**src/rtl/proj_fm_bitmap_scanner.sv**
```systemverilog
// Flajolet-Martin sketch core: ORs the rho bit of each hash into a per-sketch bitmap,
// then, on finish, scans every bitmap (one per cycle) and sums the per-sketch R values.
// Latency: finish sampled at edge t -> out_done in cycle t+FM_BUFFER_SIZE+1; no hash accepted while busy.
module proj_fm_bitmap_scanner #(
  parameter int FM_BUFFER_SIZE = 8,
  parameter int HASH_W         = 32,
  parameter int IDX_W          = $clog2(FM_BUFFER_SIZE),
  parameter int SUM_W          = $clog2(FM_BUFFER_SIZE*HASH_W+1)
) (
  input  logic              in_clk,
  input  logic              in_rst,
  input  logic              in_hash_valid,
  input  logic [HASH_W-1:0] in_hash,
  input  logic [IDX_W-1:0]  in_sketch_idx,
  output logic              out_hash_ready,
  input  logic              in_finish,
  output logic              out_busy,
  output logic [SUM_W-1:0]  out_r_sum,
  output logic              out_done
);

  localparam int RHO_W = $clog2(HASH_W);
  localparam int R_W   = $clog2(HASH_W+1);

  typedef enum logic [1:0] {
    ST_IDLE,
    ST_SCAN,
    ST_DONE
  } state_t;

  state_t            state_q;
  logic [HASH_W-1:0] bitmap_q [FM_BUFFER_SIZE];
  logic [IDX_W-1:0]  ptr_q;
  logic [SUM_W-1:0]  acc_q;
  logic [SUM_W-1:0]  r_sum_q;
  logic              done_q;
  logic              busy_q;

  logic [RHO_W-1:0]  rho_d;
  logic [HASH_W-1:0] cur_bitmap;
  logic [R_W-1:0]    r_d;
  logic [SUM_W-1:0]  acc_d;
  logic [IDX_W-1:0]  ptr_d;
  logic              xfer;

  assign out_hash_ready = (state_q == ST_IDLE) && !in_rst;
  assign xfer           = in_hash_valid && out_hash_ready;
  assign out_busy       = busy_q;
  assign out_r_sum      = r_sum_q;
  assign out_done       = done_q;

  // rho: index of the lowest set bit; an all-zero hash saturates to the top bit
  always_comb begin
    rho_d = RHO_W'(HASH_W-1);
    for (int i = HASH_W-1; i >= 0; i--) begin
      if (in_hash[i]) rho_d = RHO_W'(i);
    end
  end

  // R of the bitmap under the scan pointer: lowest clear bit, or HASH_W when full
  always_comb begin
    cur_bitmap = bitmap_q[ptr_q];
    r_d        = R_W'(HASH_W);
    for (int i = HASH_W-1; i >= 0; i--) begin
      if (!cur_bitmap[i]) r_d = R_W'(i);
    end
    acc_d = acc_q + SUM_W'(r_d);
    ptr_d = ptr_q + IDX_W'(1);
  end

  // Control FSM plus bitmap storage; reset discards any scan in progress
  always_ff @(posedge in_clk) begin
    if (in_rst) begin
      state_q <= ST_IDLE;
      ptr_q   <= '0;
      acc_q   <= '0;
      r_sum_q <= '0;
      done_q  <= 1'b0;
      busy_q  <= 1'b0;
      for (int s = 0; s < FM_BUFFER_SIZE; s++) bitmap_q[s] <= '0;
    end else begin
      case (state_q)
        ST_IDLE: begin
          // a transfer coinciding with finish lands before the scan reads it
          if (xfer) begin
            bitmap_q[in_sketch_idx] <= bitmap_q[in_sketch_idx] | (HASH_W'(1) << rho_d);
          end
          if (in_finish) begin
            state_q <= ST_SCAN;
            acc_q   <= '0;
            ptr_q   <= '0;
            busy_q  <= 1'b1;
          end
        end
        ST_SCAN: begin
          acc_q <= acc_d;
          ptr_q <= ptr_d;
          if (ptr_q == IDX_W'(FM_BUFFER_SIZE-1)) begin
            state_q <= ST_DONE;
            r_sum_q <= acc_d;
            done_q  <= 1'b1;
          end
        end
        ST_DONE: begin
          done_q  <= 1'b0;
          busy_q  <= 1'b0;
          state_q <= ST_IDLE;
          for (int s = 0; s < FM_BUFFER_SIZE; s++) bitmap_q[s] <= '0;
        end
        default: begin
          state_q <= ST_IDLE;
          done_q  <= 1'b0;
          busy_q  <= 1'b0;
        end
      endcase
    end
  end

endmodule

```
**config.mk**
```make
export PLATFORM = sky130hd
export DESIGN_NAME = proj_fm_bitmap_scanner
export DESIGN_NICKNAME = d
export VERILOG_FILES = /design/src/rtl/proj_fm_bitmap_scanner.sv
export SDC_FILE = /design/constraint.sdc
export NUM_CORES = 1
export LEC_CHECK = 0
export ABC_AREA = 0
export BUFFER_PORTS_ARGS = -buffer_cell sky130_fd_sc_hd__buf_2
export CORE_MARGIN = 3
export CORE_UTILIZATION = 49
export DETAILED_ROUTE_END_ITERATION = 8
export GPL_TIMING_DRIVEN = 0
export HOLD_SLACK_MARGIN = 0.12
export PLACE_DENSITY_LB_ADDON = 0.12
export SLEW_MARGIN = 15
export SYNTH_ARGS = -nofsm -noshare
export SYNTH_HDL_FRONTEND = slang
export SYNTH_SLANG_ARGS = --single-unit
```
**constraint.sdc**
```tcl
create_clock -name in_clk -period 7.1 [get_ports in_clk]
set_input_delay 0.71 -clock in_clk [delete_from_list [all_inputs] [get_ports in_clk]]
set_output_delay 0.71 -clock in_clk [all_outputs]
set_load 0.02 [all_outputs]
```
# After elaboration in Yosys (flattened, before gate mapping)
# Memories as Yosys holds them, arrays and structs flattened. A register that Yosys moved wholly into a read port is not among the register bits.
# Cells that the tools add are included.
dict set report word_totals {
  ff_bits 25
  input_bits 39
  mem_bits_rw 256
  word_cells 133
  output_inout_bits 12
  mem_count 1
}
# memory words word_bits rd rd_ports_with_merged_regs write_ports line
set memory_table {}
lappend memory_table {bitmap_q 8 32 2 1 8 32} ;# logic [HASH_W-1:0] bitmap_q [FM_BUFFER_SIZE];
dict set report op_classes {
  n_addsub 2
  eq_ne 5
  n_reduce_logical 11
  n_shift 1
  n_bitwise 11
  muxes 96
}
# cell count
set op_table {}
lappend op_table {{two-way mux 32 bit} 9}
lappend op_table {{two-way mux 6 bit} 32}
lappend op_table {{two-way mux 5 bit} 30}
lappend op_table {{OR 32 bit} 1}
lappend op_table {{OR reduction 32 bit} 1}
lappend op_table {{<< shifter 1 x 5 -> 32 bit (first input constant)} 1}
lappend op_table {{case mux 9 bit (2 select lines)} 1}
lappend op_table {{two-way mux 1 bit} 13}
lappend op_table {{two-way mux 3 bit} 4}
lappend op_table {{AND reduction 2 bit} 5}
lappend op_table {{adder 9 x 6 -> 9 bit} 1}
lappend op_table {{two-way mux 9 bit} 1}
lappend op_table {{OR 1 bit} 8}
lappend op_table {{case mux 3 bit (2 select lines)} 1}
lappend op_table {{two-way mux 2 bit} 2}
lappend op_table {{inequality test 2 bit (second input constant)} 2}
lappend op_table {{case mux 1 bit (2 select lines)} 2}
lappend op_table {{case mux 2 bit (2 select lines)} 1}
lappend op_table {{adder 3 x 1 -> 3 bit (second input constant)} 1}
lappend op_table {{equality test 3 bit (second input constant)} 1}
lappend op_table {{equality test 2 x 1 -> 1 bit (second input constant)} 1}
lappend op_table {{equality test 2 bit (second input constant)} 1}
lappend op_table {{logical AND 1 bit} 2}
lappend op_table {{logical NOT 2 bit} 1}
lappend op_table {{other kinds (3)} 4}

# Depth between registers and ports, before layout
dict set report logic_depth {
  depth_word 34
  mapped_depth 22
  ltp_nobuf 18
}

# Worst setup path before layout
# Ideal clock, no wire load.
dict set report synth_timing {
  path_kind {register to register}
  start {register (tool-made name)}
  end {register acc_q[8]}
  required_ps 6972
  n_path_buf 2
  t_arrival_ps 3856
  period_less_slack_ps 3984
  stages_incl_launch_ff 18
  setup_time_ps 128
  path_slack_ps 3116
  path_cell_list {dfxtp_1 > buf_6 > buf_6 > mux4_2 > mux2_2 > a2111oi_0 > a21oi_1 > o221a_1 > ha_1 > fa_1 > a21o_1 > a21oi_1 > o21bai_1 > a21oi_1 > nor2_1 > xor2_1 > a22oi_1 > nor2_1}
}
# item line
set synth_lines {}
lappend synth_lines {{to (signal assigned)} 76} ;# acc_q <= '0;
lappend synth_lines {{to (signal assigned)} 90} ;# acc_q <= '0;
lappend synth_lines {{to (signal assigned)} 96} ;# acc_q <= acc_d;
lappend synth_lines {{to (decl)} 34} ;# logic [SUM_W-1:0] acc_q;

==> results list <==
* Outcome: finished clean
- Counting both buffers and inverters, the worst setup path holds a total of 3.
* Startpoint class of the critical path: flop
* WL final: 46.3 mm
- TritonCTS built the clock tree.
* Ratio of final minimum period to clock period: 71.5%
- Max_slew headroom: 23.5%
- Average wire per cell in the routed design: 28.2 um
- Filler-free cell count of the finished design: 1639
- Power density cells: 237 nW/um2
- In this run the vertical extent of the chip is 182 um.
* Number of placement rows: 63
* Initial core utilization: 50.5%
- The setup check on the worst reg-to-reg path leaves a slack of 2.02 ns.
* Classification of the worst setup path: flop to flop
- Max Slew Vio Count: 0
- Number of antenna violations at the first check in global routing: 0
* Hold Vio Cnt, Final: 0
* Worst min-delay path startpoint: out_r_sum[1]
* Global-route wire length before repair: 68.2 mm
- The cell count after synthesis came out at 1137.
- Yosys warns: 0
* Hold depth: 2
- Final routed DRC violation total: 0
* Share of post-route cells with drive strength above 1: 26.3%
- Total of flip-flops plus latches after synthesis: 284
* Highest fanout seen on the critical path: 10
- During placement, the flow inserted port buffers numbering 47.
* Synthesized area per cell: 13.3 um2
- In this run the number of H-tree levels came out at 1.
- Counting distinct cell types in the post-synthesis netlist gives 60.
* Most common cell after layout, fill and taps aside: sky130_fd_sc_hd__nor2_1
- Derived from the worst setup path, the maximum achievable clock frequency is 197 MHz.
* Area growth from synthesis to layout: 12.9%
- At the worst endpoint, the arrival time is 5.50 ns.
- Vias in the first global route: 10600
* Cell chosen for the clock root: sky130_fd_sc_hd__clkbuf_16
- Tightest Pin Transition: 1.15 ns
- For this design the static power due to leakage is 5.82 nW.
- Mapped Nets: 1185
- For this design the top-level I/O count stands at 51.
- DIE AREA: 33100 um2
* Hold_buf cts: 0
- For this run, the leading register cell type out of synthesis is sky130_fd_sc_hd__edfxtp_1.
- Grouping stages by cell kind, the critical path spends the most delay in compound AO/OA/AOI/OAI gates.
* Unrepaired setup endpoints after global routing: no
- Once detail routing completed, the nets flagged for antenna violations numbered 0.
- Setup TNS Final: 0 ns
- Capture instance of the worst register-to-register path: acc_q[8]
- Number of cells on the worst reg-to-reg path: 19
* Async SR Flop Fraction: 0%
* Share of synthesized area occupied by flip-flops and latches: 54.4%
- Hold WC Path Type: flop to flop
- Total power after layout: 4.06 mW
- Ant diodes: 0
* Cell repeated most along the worst path: sky130_fd_sc_hd__a21oi_1
- Synthesized area: 15200 um2
* Weighted congestion at the end of routability-driven global placement: 0.888
- The filler cells instantiated in the layout total 2468.
- Summing over every cut layer, the via total after detailed routing is 10600.
- Worst setup timing slack at the placement stage: 2.12 ns
- Setup slack on the critical path of the routed design comes to 2.02 ns.
- In this run the horizontal extent of the chip is 182 um.
- For hold timing, the worst endpoint is out_r_sum[1].
- Critical path cell sequence: buf_6 > buf_6 > buf_4 > mux4_2 > mux2i_1 > nor3_1 > o21ai_0 > a21oi_1 > o221a_1 > ha_1 > fa_1 > a21o_1 > a21oi_1 > o21bai_1 > a21oi_1 > nor2_1 > xor2_1 > a22oi_1 > nor2_1
* Required time of the critical path: 7.52 ns
- Before antenna repair, the detailed router went through 5 iterations.
* Clock network latency to the later pin of the worst-skew pair: 0.57 ns
- The total overflow left after global routing is 0.
* Area of the core region: 30000 um2
- For this run, the slowest stage of the critical path takes 0.56 ns.
* Max Root-Sink Buffers: 3
- In this run, synthesis inferred 256 flip-flops with an integrated enable.
- Max Cap Violations: 0
- Count of clock tree sinks: 284
- VDD sags by at most 0.284 mV.
- Once detailed placement completed, the half-perimeter wirelength came to 31.4 mm.
* Inserted Clock Buffers: 31
* GRT Total Usage: 27.9%
- Clock input transition at the sequential cells of the worst setup and hold paths: 0.06 ns
- Entering global routing, the biggest net connects 21 pins.
* Commonest non-fill, non-tap cells in the layout: 309 x sky130_fd_sc_hd__nor2_1, 256 x sky130_fd_sc_hd__edfxtp_1, 132 x sky130_fd_sc_hd__mux4_2
- The slowest stage of the critical path belongs to the cell sky130_fd_sc_hd__mux2i_1.
- Once the clock tree was built, the resizer swapped 0 gates to a different size.
- Clock period minus worst slack: 5.08 ns
- Sort of element at the end of the critical path: flop
- Clock skew on the completed layout was measured at 0.0286 ns.
* Number of buffers inserted by post-CTS setup repair: 0
- Placed Cells incl. Taps: 1582
- Post-detailed-route via-to-cell ratio: 6.45
- At the end of the flow, the number of nets in the layout was 1273.
- Number of DRC violations after detailed-routing iteration 0: 1138
- Setup violations remaining at the end of the flow were counted as 0.
## layer usage
metal  vias up  routed length, um  track usage [%]
met5         -                  0                0
met4         0               1700             9.63
met3        97               4540             4.83
met2       599              22100             45.4
met1      5351              18000             38.5
li1       4529                  -                -
## tightest hold or removal path: cells and delay by family, from the launching register on
kind / cells / cell delay [ns]
AO/OA/AOI/OAI: 1 / 0.05
AND/OR/NAND/NOR: 1 / 0.05
flip-flops: 1 / 0.30
## worst max-delay path by stage
stage,from,end,slack (ns),cells past startpoint
final,flop,acc_q[8],2.02,19
after floorplan,flop,acc_q[8],3.12,17
after detailed placement,flop,acc_q[8],2.12,19
after global placement,in_sketch_idx[1],bitmap_q[1][10],1.60,7
after global routing,flop,acc_q[8],1.68,18
after CTS,flop,acc_q[8],2.07,19
## state kept, by name, summed over array words and instances, names as in the netlist, named ones only
name / count
out_r_sum: 9
acc_q: 9
bitmap_q: 256
out_done: 1
state_q: 2
ptr_q: 3
out_busy: 1
## metrics by stage
| step | hold WS [ns] | cell area, um2 | utilization [%] |
|---|---|---|---|
| finish | 0.451 | 17100 | 57.0 |
| global route | 0.481 | 17100 | 57.0 |
| CTS | 0.452 | 17100 | 57.0 |
| detailed placement | 0.444 | 16100 | 53.5 |
| global placement | 0.438 | 15900 | 52.9 |
| floorplan | 0.484 | 15200 | - |
## report_power, final
| part | switching, mW | internal (mW) | leakage [nW] |
|---|---|---|---|
| clock network | 0.667 | 1.01 | 0.514 |
| logic | 0.278 | 0.182 | 2.43 |
| registers | 0.0340 | 1.89 | 2.88 |
## synth_stat cells (all sizes together), types with 3 or more instances
master   number  area share (%)
mux4        132              20
a21o          3            0.15
a2111oi       3            0.17
o21bai        5            0.25
dfxtp        28             3.7
nor2        309             7.6
or2           3            0.12
ha            8            0.66
a31oi        33             2.1
xnor2         5            0.29
o21ai        16            0.53
nand2        69             1.7
clkbuf       41             1.0
nor4          6            0.25
nand3        13            0.43
buf          33             1.5
a21oi        28            0.92
mux2i        23             1.6
a221oi        3            0.26
nor3         13            0.46
inv          14            0.35
a22oi        11            0.54
mux2         33             2.5
edfxtp      256              51
a211oi        6            0.30
nor2b        13            0.59
## logic make-up after synthesis
| family | synth area share, % |
|---|---|
| buffers and inverters | 2.87 |
| xor gates and xnor gates | 0.404 |
| DFF | 54.4 |
| muxes | 23.7 |
| AOI/OAI and AO/OA | 6.11 |
| adders and majority gates | 0.792 |
| and+or+nand+nor | 11.8 |
## cell type report
| class | instances | area, um2 | area share (%) |
|---|---|---|---|
| Buffer | 74 | 384 | 2.24 |
| Clock buffer | 36 | 795 | 4.64 |
| Clock inverter | 21 | 254 | 1.48 |
| Inverter | 14 | 52.6 | 0.307 |
| Multi-Input combinational cell | 765 | 6500 | 38.0 |
| Sequential cell | 284 | 8250 | 48.2 |
| Tap cell | 390 | 488 | 2.85 |
| Timing Repair Buffer | 55 | 403 | 2.35 |
Note: power is estimated with default switching activity, not from simulation.
